## src/rtl/ls_shift_reg.sv

```systemverilog
// ls_shift_reg: parametrised multi-mode shift register with parallel load.
//
// One register serves both parallel capture (c/in) and multi-cycle bit-serial
// shifting. A two-state FSM (StIdle/StRun) driven by a down-counter performs
// `amt` single-bit shifts, one per clock, with a busy/done handshake.
//
// Parameters:
//   N    data width in bits (N >= 2)
//   SHW  shift-amount width (2**SHW >= N)
//
// Ports:
//   clk    clock, rising edge
//   clr    synchronous active-high reset
//   c      parallel load enable (wins over start / shifting, aborts a run)
//   in     parallel load data
//   start  begin shift operation (sampled only in idle)
//   op     00 shift left, 01 logical right, 10 arithmetic right, 11 rotate left
//   amt    number of single-bit shifts
//   sin    serial input bit, sampled live on every shift edge
//   out    register contents
//   sout   last bit shifted out (registered)
//   busy   high while a shift operation is in progress
//   done   one-cycle completion pulse
//
// Build option:
//   LS_SHIFT_REG_ROTATE_EN  when defined, op=11 rotates left; otherwise op=11
//                           is a plain shift left with sin.

module ls_shift_reg #(
   parameter int unsigned N   = 8,
   parameter int unsigned SHW = 3
) (
   input  logic           clk,
   input  logic           clr,
   input  logic           c,
   input  logic [N-1:0]   in,
   input  logic           start,
   input  logic [1:0]     op,
   input  logic [SHW-1:0] amt,
   input  logic           sin,
   output logic [N-1:0]   out,
   output logic           sout,
   output logic           busy,
   output logic           done
);

   typedef enum logic [0:0] {StIdle, StRun} state_e;

   state_e         state_q, state_d;
   logic [N-1:0]   out_q, out_d;
   logic           sout_q, sout_d;
   logic           done_q, done_d;
   logic [SHW-1:0] cnt_q, cnt_d;
   logic [1:0]     op_q, op_d;

   logic [N-1:0]   shift_val;
   logic           shift_bit;

   // Single-bit shift of the current contents using the latched op.
   always_comb begin
      shift_val = out_q;
      shift_bit = sout_q;
      case (op_q)
         2'b01: begin
            shift_val = {sin, out_q[N-1:1]};
            shift_bit = out_q[0];
         end
         2'b10: begin
            shift_val = {out_q[N-1], out_q[N-1:1]};
            shift_bit = out_q[0];
         end
`ifdef LS_SHIFT_REG_ROTATE_EN
         2'b11: begin
            shift_val = {out_q[N-2:0], out_q[N-1]};
            shift_bit = out_q[N-1];
         end
`endif
         // 00, and 11 when rotate is not built in.
         default: begin
            shift_val = {out_q[N-2:0], sin};
            shift_bit = out_q[N-1];
         end
      endcase
   end

   always_comb begin
      state_d = state_q;
      out_d   = out_q;
      sout_d  = sout_q;
      done_d  = 1'b0;
      cnt_d   = cnt_q;
      op_d    = op_q;

      if (c) begin
         // Load aborts any run without a done pulse.
         out_d   = in;
         state_d = StIdle;
         cnt_d   = '0;
      end else begin
         case (state_q)
            StIdle: begin
               if (start) begin
                  if (amt != '0) begin
                     op_d    = op;
                     cnt_d   = amt;
                     state_d = StRun;
                  end else begin
                     done_d = 1'b1;
                  end
               end
            end
            StRun: begin
               out_d  = shift_val;
               sout_d = shift_bit;
               cnt_d  = cnt_q - SHW'(1);
               if (cnt_q == SHW'(1)) begin
                  state_d = StIdle;
                  done_d  = 1'b1;
               end
            end
            default: state_d = StIdle;
         endcase
      end
   end

   always_ff @(posedge clk) begin
      if (clr) begin
         state_q <= StIdle;
         out_q   <= '0;
         sout_q  <= 1'b0;
         done_q  <= 1'b0;
         cnt_q   <= '0;
         op_q    <= 2'b00;
      end else begin
         state_q <= state_d;
         out_q   <= out_d;
         sout_q  <= sout_d;
         done_q  <= done_d;
         cnt_q   <= cnt_d;
         op_q    <= op_d;
      end
   end

   assign out  = out_q;
   assign sout = sout_q;
   assign busy = (state_q == StRun);
   assign done = done_q;

endmodule

```

## config.mk

```make
export PLATFORM = sky130hd
export DESIGN_NAME = ls_shift_reg
export DESIGN_NICKNAME = d
export VERILOG_FILES = /design/src/rtl/ls_shift_reg.sv
export SDC_FILE = /design/constraint.sdc
export NUM_CORES = 1
export LEC_CHECK = 0
export BUFFER_PORTS_ARGS = -buffer_cell sky130_fd_sc_hd__buf_2
export CAP_MARGIN = 0
export CORE_MARGIN = 1.5
export CORE_UTILIZATION = 50
export CTS_CLUSTER_SIZE = 8
export DETAILED_ROUTE_END_ITERATION = 12
export PLACE_DENSITY = 0.77
export SLEW_MARGIN = 10
export SYNTH_ARGS = -nofsm -noshare
export SYNTH_HDL_FRONTEND = slang
export SYNTH_SLANG_ARGS = --single-unit
```

## constraint.sdc

```tcl
create_clock -name clk -period 1.9 [get_ports clk]
set_input_delay 0.38 -clock clk [delete_from_list [all_inputs] [get_ports clk]]
set_output_delay 0.38 -clock clk [all_outputs]
set_load 0.005 [all_outputs]
```

-- Word level (Yosys, flattened, before mapping)
Cells that the tools add are included.
- bits in registers: 16
- add/sub/neg operators: 1
- bitwise operators: 2
- eq/ne operators: 6
- muxes and demuxes: 15
- reduce and logical (&&, ||, !) cells: 8
- operators by type and width (kind ; number):
    $mux 8 ; 2
    $pmux 8 s2 ; 1
    $mux 1 ; 7
    $mux 3 ; 2
    $ne 2x2->1 const B ; 3
    $pmux 3 s2 ; 1
    $reduce_and 2->1 ; 3
    $pmux 1 s2 ; 2
    $reduce_and 4->1 ; 1
    $reduce_or 2->1 ; 2
    $eq 3x1->1 const B ; 1
    $reduce_bool 3->1 ; 1
    $sub 3x1->3 const B ; 1
    $eq 2x1->1 const B ; 1
    $eq 2x2->1 const B ; 1
    $not 1->1 ; 2
    $reduce_bool 2->1 ; 1

-- Longest topological paths before layout
Gate-level depths: netlist of the first run.
- depth in word-level cells: 4
- depth in mapped cells: 7

-- Least setup slack after synthesis of the first run
No wires, ideal clock.
- path type: register to register
- from: register op_q[0]
- to: register out_q[5] (netlist: out[5])
- setup time: 0.088 ns
- path slack: 0.462 ns
- data required time: 1.812 ns
- path buffers: 1
- period minus slack after synthesis: 1.438 ns
- stages on the path, launching flop included: 6
- data arrival time: 1.350 ns
- path through: dfxtp_1 inv_1 ha_1 buf_6 o311a_1 o32ai_2
- cells in the longest elaborated chain, start to end: 4
- RTL lines (element ; RTL line ; RTL):
    from (decl) ; 54 ; logic [1:0] op_q, op_d;
    from (signal assigned) ; 140 ; op_q <= op_d;
    $eq 2x2->1 / $eq 2x1->1 (equally long branches) ; 63 ; case (op_q)
    $pmux 8 s2 * ; 63 ;
    $mux 8 * ; 100 ; case (state_q)
    $mux 8 * ; 94 ; if (c) begin
    to (signal assigned) ; 136 ; out_q <= out_d;
    to (decl) ; 50 ; logic [N-1:0] out_q, out_d;
Mark *: on every way between the ends. The rest lies on a longest branch, timed or not. The select of a mux whose other input is x is not followed.
A chain may end at the register's enable or synchronous reset.

-- Final worst setup path of the first run
- from: register op_q[0]
- to: register out_q[6] (netlist: out[6])
The elaborated chain is that of the path after synthesis.

==> results of run 1 <==
==> worst reg2reg max path, cell delays in order (launching register included) <==
cell and delay (ns):
dfxtp_1 0.38, inv_1 0.06, ha_1 0.49, o311a_1 0.41
o32ai_2 0.26
==> synth_stat cells, drive strengths merged (2+ instances only) <==
master | number | area share (%)
a211oi | 3 | 2.2
nand2 | 15 | 5.6
nand2b | 5 | 3.1
dfxtp | 16 | 32
inv | 12 | 4.4
a21oi | 4 | 2.0
o311a | 7 | 6.9
and2b | 2 | 1.5
ha | 4 | 4.9
buf | 6 | 5.1
nor2b | 4 | 3.2
o32ai | 8 | 12
nand3 | 2 | 0.99
nor2 | 11 | 4.1
mux2i | 3 | 3.0
==> metal layers <==
metal,wire length (um),vias to the layer above,global-route usage [%]
li1,-,461,-
met1,997,426,27.9
met2,1000,27,28.8
met3,106,2,4.53
met4,16,0,8.11
met5,0,-,0
==> worst paths after layout <==
check,startpoint,endpoint,slack [ns]
max,op_q[0],out[6],0.21
min,op[1],op_q[1],0.35
max reg2reg,op_q[0],out[6],0.21
min reg2reg,cnt_q[1],cnt_q[1],0.48
==> registers in the layout, summed over array words and instances (netlist names) <==
| signal | cells |
|---|---|
| busy | 1 |
| cnt_q | 3 |
| done | 1 |
| op_q | 2 |
| out | 8 |
| sout | 1 |
==> power by group <==
part / internal, mW / total [mW] / switching (mW) / leakage [nW]
Sequential: 0.355 / 0.375 / 0.0200 / 0.132
Combinational: 0.0798 / 0.170 / 0.0904 / 0.354
Clock: 0.0735 / 0.174 / 0.100 / 0.0138
==> kinds of logic (layout without fill, tap and decap cells) <==
logic type                 count (synthesis)  in the layout  synth area share (%)
AOI/OAI and AO/OA                         28             28                  29.0
adders and majority gates                  4              4                  4.94
buffers and inverters                     19             47                  9.88
DFF                                       16             16                  31.6
muxes                                      3              3                  2.96
and+or+nand+nor                           43             43                  21.6
==> cell type report <==
class	count	area, um2
Sequential cell	16	320
Fill cell	181	757
Tap cell	27	33.8
Timing Repair Buffer	32	170
Multi-Input combinational cell	78	593
Clock buffer	3	22.5
Inverter	12	45.0
==> per-stage QoR <==
step / hold slack (ns) / util (%) / cells / worst slack (ns) / total power, mW
final: 0.354 / 61.0 / 168 / 0.215 / 0.719
after global routing: 0.361 / 61.0 / 168 / 0.123 / 0.767
after CTS: 0.351 / 61.0 / 168 / 0.220 / 0.727
after detailed placement: 0.467 / 59.9 / 165 / 0.248 / 0.553
after global placement: 0.459 / 59.9 / 165 / 0.310 / 0.547
after floorplan: 0.447 / - / 113 / 0.462 / 0.500
==> summary.md, run 1 <==
| Metric | Value |
|---|---|
| Status | finished clean |
| IO Port Bufs | 28 |
| Post-route cell area | 0.00118 mm2 |
| Via density | 5.45 |
| CP Launch Type | flop |
| Routability congestion estimate from global placement | 0.775 |
| PD cells | 607 mW/mm2 |
| Asr flop ratio synth | 0% |
| Worst Reg-to-Reg Cells | 4 |
| Global Route Usage Sum | 19.8% |
| Max Slew Vio Count | 0 |
| Worst-skew pair later-pin latency | 0.28 ns |
| Peak supply drop | 319 uV |
| Cts hold-fix bufs | 0 |
| Commonest non-fill, non-tap cells in the layout | 28 x buf_2, 16 x dfxtp_1, 15 x nand2_1, 12 x inv_1, 11 x nor2_1 |
| Vias in the first global route | 713 |
| Worst min path class | in -> reg |
| Period Utilization, post-route | 88.7% |
| Floorplan core area | 0.00194 mm2 |
| DIE AREA | 0.00231 mm2 |
| Crit-path max FO | 17 |
| Final #Nets | 165 |
| Mapped Area | 0.00101 mm2 |
| Layout Skew | 0.00147 ns |
| # IOs | 29 |
| Worst slew pin tran | 0.480 ns |
| Syn Nets | 135 |
| Relative slew margins | 67.9% |
| Crit. End Element | flop |
| Crit path largest cell delay | 0.49 ns |
| CTS tree | yes |
| Bufs and invs on worst path | 1 |
| Min cycle time layout | 1.69 ns |
| Final Hold Viols | 0 |
| CTS H-tree depth | 1 |
| Syn_area_per_cell | 8.97 um2 |
| Critical Path RT | 2.09 ns |
| Hpwl dp | 1.57 mm |
| Area Overhead vs Synth | 16.9% |
| Total CTS buffers | 3 |
| Seq/Total Area, Yosys | 31.6% |
| Detailed-route wire length per cell | 12.6 um |
| Final Setup Violations | 0 |
| Starting DRT DRC Count | 21 |
| Yosys warning count | 0 |
| Drt pass-1 iters | 4 |
| Distinct cells, synth | 30 |
| Chip Height | 48.0 um |
| WHS Path Cells | 3 |
| Syn Inst Count | 113 |
| Final Routed Wirelength | 2.12 mm |
| Synthesized flop and latch total | 16 |
| Post-synth top flop | dfxtp_1 |
| DIE WIDTH | 48.0 um |
| EDFF count, synth | 0 |
| Cell family with most CP delay | compound AO/OA/AOI/OAI gates |
| Post-DP Area | 0.00116 mm2 |
| Share of cells above drive strength 1 | 31.9% |
| CTS root buf | clkbuf_4 |
| CP max stage cell | ha_1 |
| ANT nets after route | 0 |
| Diodes inserted | 0 |
| CP Data Arrival Time | 1.88 ns |
| Critical path depth | 4 |
| F_max | 593 MHz |
| Clock sink total | 16 |
| Reg clk slew, reported paths | 0.09 ns |
| Drt drc | 0 |
| Initial core utilization | 52.2% |
| CTS Buffer Depth | 2 |
| Detailed-route via count | 916 |
| Commonest non-fill, non-tap cell in the layout | buf_2 |
| CP Cell Sequence | inv_1 > ha_1 > o311a_1 > o32ai_2 |
| RSZ-0062 raised after global routing | no |
| # resized after CTS | 0 |
| Global-route wire length before repair | 3.17 mm |
| Setup TNS | 0 ns |
| Initial antenna violation count | 0 |
| Pleak | 0.499 nW |
| Setup bufs post-CTS | 0 |
| Max Cap Viol | 0 |
| Std cell rows | 16 |
| Setup CP Type | reg -> reg |
| Largest net degree at the start of global routing | 18 |
| Grt ovf | 0 |
Note: power is estimated with default switching activity, not from simulation.
==> run 2, diff against run 1 <==
--- a/config.mk
+++ b/config.mk
@@ -7,12 +7,13 @@
 export LEC_CHECK = 0
 export BUFFER_PORTS_ARGS = -buffer_cell sky130_fd_sc_hd__buf_2
 export CAP_MARGIN = 0
+export CELL_PAD_IN_SITES_DETAIL_PLACEMENT = 1
+export CELL_PAD_IN_SITES_GLOBAL_PLACEMENT = 2
 export CORE_MARGIN = 1.5
-export CORE_UTILIZATION = 50
+export CORE_UTILIZATION = 29
 export CTS_CLUSTER_SIZE = 8
 export DETAILED_ROUTE_END_ITERATION = 12
-export PLACE_DENSITY = 0.77
-export SLEW_MARGIN = 10
+export PLACE_DENSITY_LB_ADDON = 0.1
 export SYNTH_ARGS = -nofsm -noshare
 export SYNTH_HDL_FRONTEND = slang
 export SYNTH_SLANG_ARGS = --single-unit
==> run 2 against run 1 <==
Effect of this change:
- design area rose by 2.0%
- fmax rose by 1.2%
- highest routed layer unchanged
- via count fell by 0.33%
- critical path depth did not move
- critical endpoint is now out[0]
==> summary.md, run 2 (same netlist as run 1, synthesis figures left out) <==
| Metric | Value |
|---|---|
| Status | finished clean |
| Commonest non-fill, non-tap cells in the layout | 28 x buf_2, 16 x dfxtp_1, 15 x nand2_1, 12 x inv_1, 11 x nor2_1 |
| CTS Buffer Depth | 2 (unchanged) |
| Peak supply drop | 239 uV (-25%) |
| Chip Height | 62.1 um (+29%) |
| Period Utilization, post-route | 87.6% (-1.1 points) |
| Max Slew Vio Count | 0 (unchanged) |
| Worst-skew pair later-pin latency | 0.29 ns (about the same) |
| Final Hold Viols | 0 (unchanged) |
| CP max stage cell | ha_1 |
| Crit. End Element | flop |
| Place WS | 0.231 ns (-0.0170 ns) |
| Worst setup startpoint | op_q[0] |
| Final Routed Wirelength | 2.52 mm (+19%) |
| Worst Reg-to-Reg Cells | 4 (unchanged) |
| Grt ovf | 0 (unchanged) |
| Crit path largest cell delay | 0.50 ns (about the same) |
| Layout Skew | 0.00354 ns (+0.00206 ns) |
| CTS tree | yes |
| Global-route wire length before repair | 4.44 mm (+40%) |
| CTS root buf | clkbuf_4 |
| PD cells | 607 mW/mm2 (about the same) |
| Bufs and invs on worst path | 1 (unchanged) |
| Min cycle time layout | 1.67 ns (-0.0202 ns) |
| DIE WIDTH | 62.1 um (+29%) |
| DIE AREA | 0.00386 mm2 (+67%) |
| Area Overhead vs Synth | 19.3% |
| Starting DRT DRC Count | 44 (+110%) |
| Setup bufs post-CTS | 0 (unchanged) |
| ANT nets after route | 0 (unchanged) |
| Initial antenna violation count | 0 (unchanged) |
| Reg2reg start | op_q[0] |
| CP Data Arrival Time | 1.88 ns (about the same) |
| Std cell rows | 21 (+5) |
| Reg2reg end | out[0] |
| Floorplan core area | 0.00334 mm2 (+72%) |
| Pwr Total | 0.734 mW (+2.1%) |
| Initial core utilization | 30.4% (-22 points) |
| CP Launch Type | flop |
| Commonest non-fill, non-tap cell in the layout | buf_2 |
| # IOs | 29 (unchanged) |
| Setup CP Type | reg -> reg |
| RSZ-0062 raised after global routing | no |
| Cell family with most CP delay | compound AO/OA/AOI/OAI gates |
| Largest register FFs | 8 (unchanged) |
| Critical path endpoint | out[0] |
| IO Port Bufs | 28 (unchanged) |
| Crit-path max FO | 17 (unchanged) |
| CP Cell Sequence | inv_1 > ha_1 > o311a_1 > o32ai_2 |
| Clock sink total | 16 (unchanged) |
| Final #Nets | 165 (unchanged) |
| Vias in the first global route | 985 (+38%) |
| Detailed-route via count | 913 (-0.33%) |
| Total CTS buffers | 3 (unchanged) |
| Pleak | 0.499 nW (about the same) |
| Diodes inserted | 0 (unchanged) |
| F_max | 601 MHz (+1.2%) |
| CTS H-tree depth | 1 (unchanged) |
| Detailed-route wire length per cell | 13.4 um (+6.5%) |
| # resized after CTS | 0 (unchanged) |
| Final Setup Violations | 0 (unchanged) |
| Critical path depth | 4 (unchanged) |
| Routability congestion estimate from global placement | 0.708 (-8.6%) |
| Relative slew margins | 66.0% (-2.0 points) |
| Global Route Usage Sum | 14.2% (-5.6 points) |
| Worst slew pin tran | 0.509 ns (+0.0291 ns) |
| Reg2Reg Setup Slack | 0.23 ns (+0.02 ns) |
| Share of cells above drive strength 1 | 31.9% (unchanged) |
| Critical Path RT | 2.11 ns (+0.02 ns) |
| Max Cap Viol | 0 (unchanged) |
| Drt pass-1 iters | 4 (unchanged) |
| Reg clk slew, reported paths | 0.09 ns (about the same) |
| Cts hold-fix bufs | 0 (unchanged) |
| Setup TNS | 0 ns (unchanged) |
| Largest net degree at the start of global routing | 21 (+3) |
| Hpwl dp | 1.93 mm (+23%) |
| Final Worst Setup Slack | 0.235 ns (+0.0202 ns) |
| Drt drc | 0 (unchanged) |
| Via density | 4.88 (-10%) |
| Worst min path class | in -> reg |
==> run 2: area by class of cell <==
| class | instances | area (um2) |
|---|---|---|
| Fill cell | 414 | 2130 |
| Tap cell | 46 | 57.6 |
| Clock buffer | 3 | 22.5 |
| Timing Repair Buffer | 32 | 170 |
| Multi-Input combinational cell | 78 | 593 |
| Inverter | 12 | 45.0 |
| Sequential cell | 16 | 320 |
==> run 2: worst reg2reg max path, stage by stage (launching register included) <==
cell and delay, ns:
dfxtp_1 0.37, inv_1 0.05, ha_1 0.50, o311a_1 0.44, o32ai_2 0.23
==> run 2: report_power, final <==
group	switching [mW]	internal, mW
clock	0.113	0.0738
sequential	0.0187	0.355
combinational	0.0936	0.0798
total	0.225	0.509
==> run 2: how the worst min path moves through the flow <==
| stage | from | endpoint | cells past startpoint |
|---|---|---|---|
| CTS | op[1] | op_q[1] | 3 |
| global placement | cnt_q[1] | cnt_q[1] | 2 |
| detailed placement | cnt_q[1] | cnt_q[1] | 2 |
| global route | in[6] | out[6] | 3 |
| floorplan | cnt_q[1] | cnt_q[1] | 2 |
| finish | op[1] | op_q[1] | 3 |
==> run 2: routing by layer <==
metal  wire (um)  vias to the layer above  global-route usage (%)  share of wire [%]
li1            -                      460                       -                  -
met2        1290                       16                    25.3                 51
met5           0                        -                       0                  0
met3         102                        4                    2.90                4.1
met1        1090                      433                    16.9                 43
met4          35                        0                    5.00                1.4
==> run 2: metrics by stage <==
stage | hold WS [ns] | utilization [%] | cell area [um2] | std cells
after floorplan | 0.447 | - | 1010 | 113
after global placement | 0.468 | 35.5 | 1190 | 184
after detailed placement | 0.467 | 35.5 | 1190 | 184
after CTS | 0.346 | 36.2 | 1210 | 187
after global routing | 0.344 | 36.2 | 1210 | 187
final | 0.347 | 36.2 | 1210 | 187
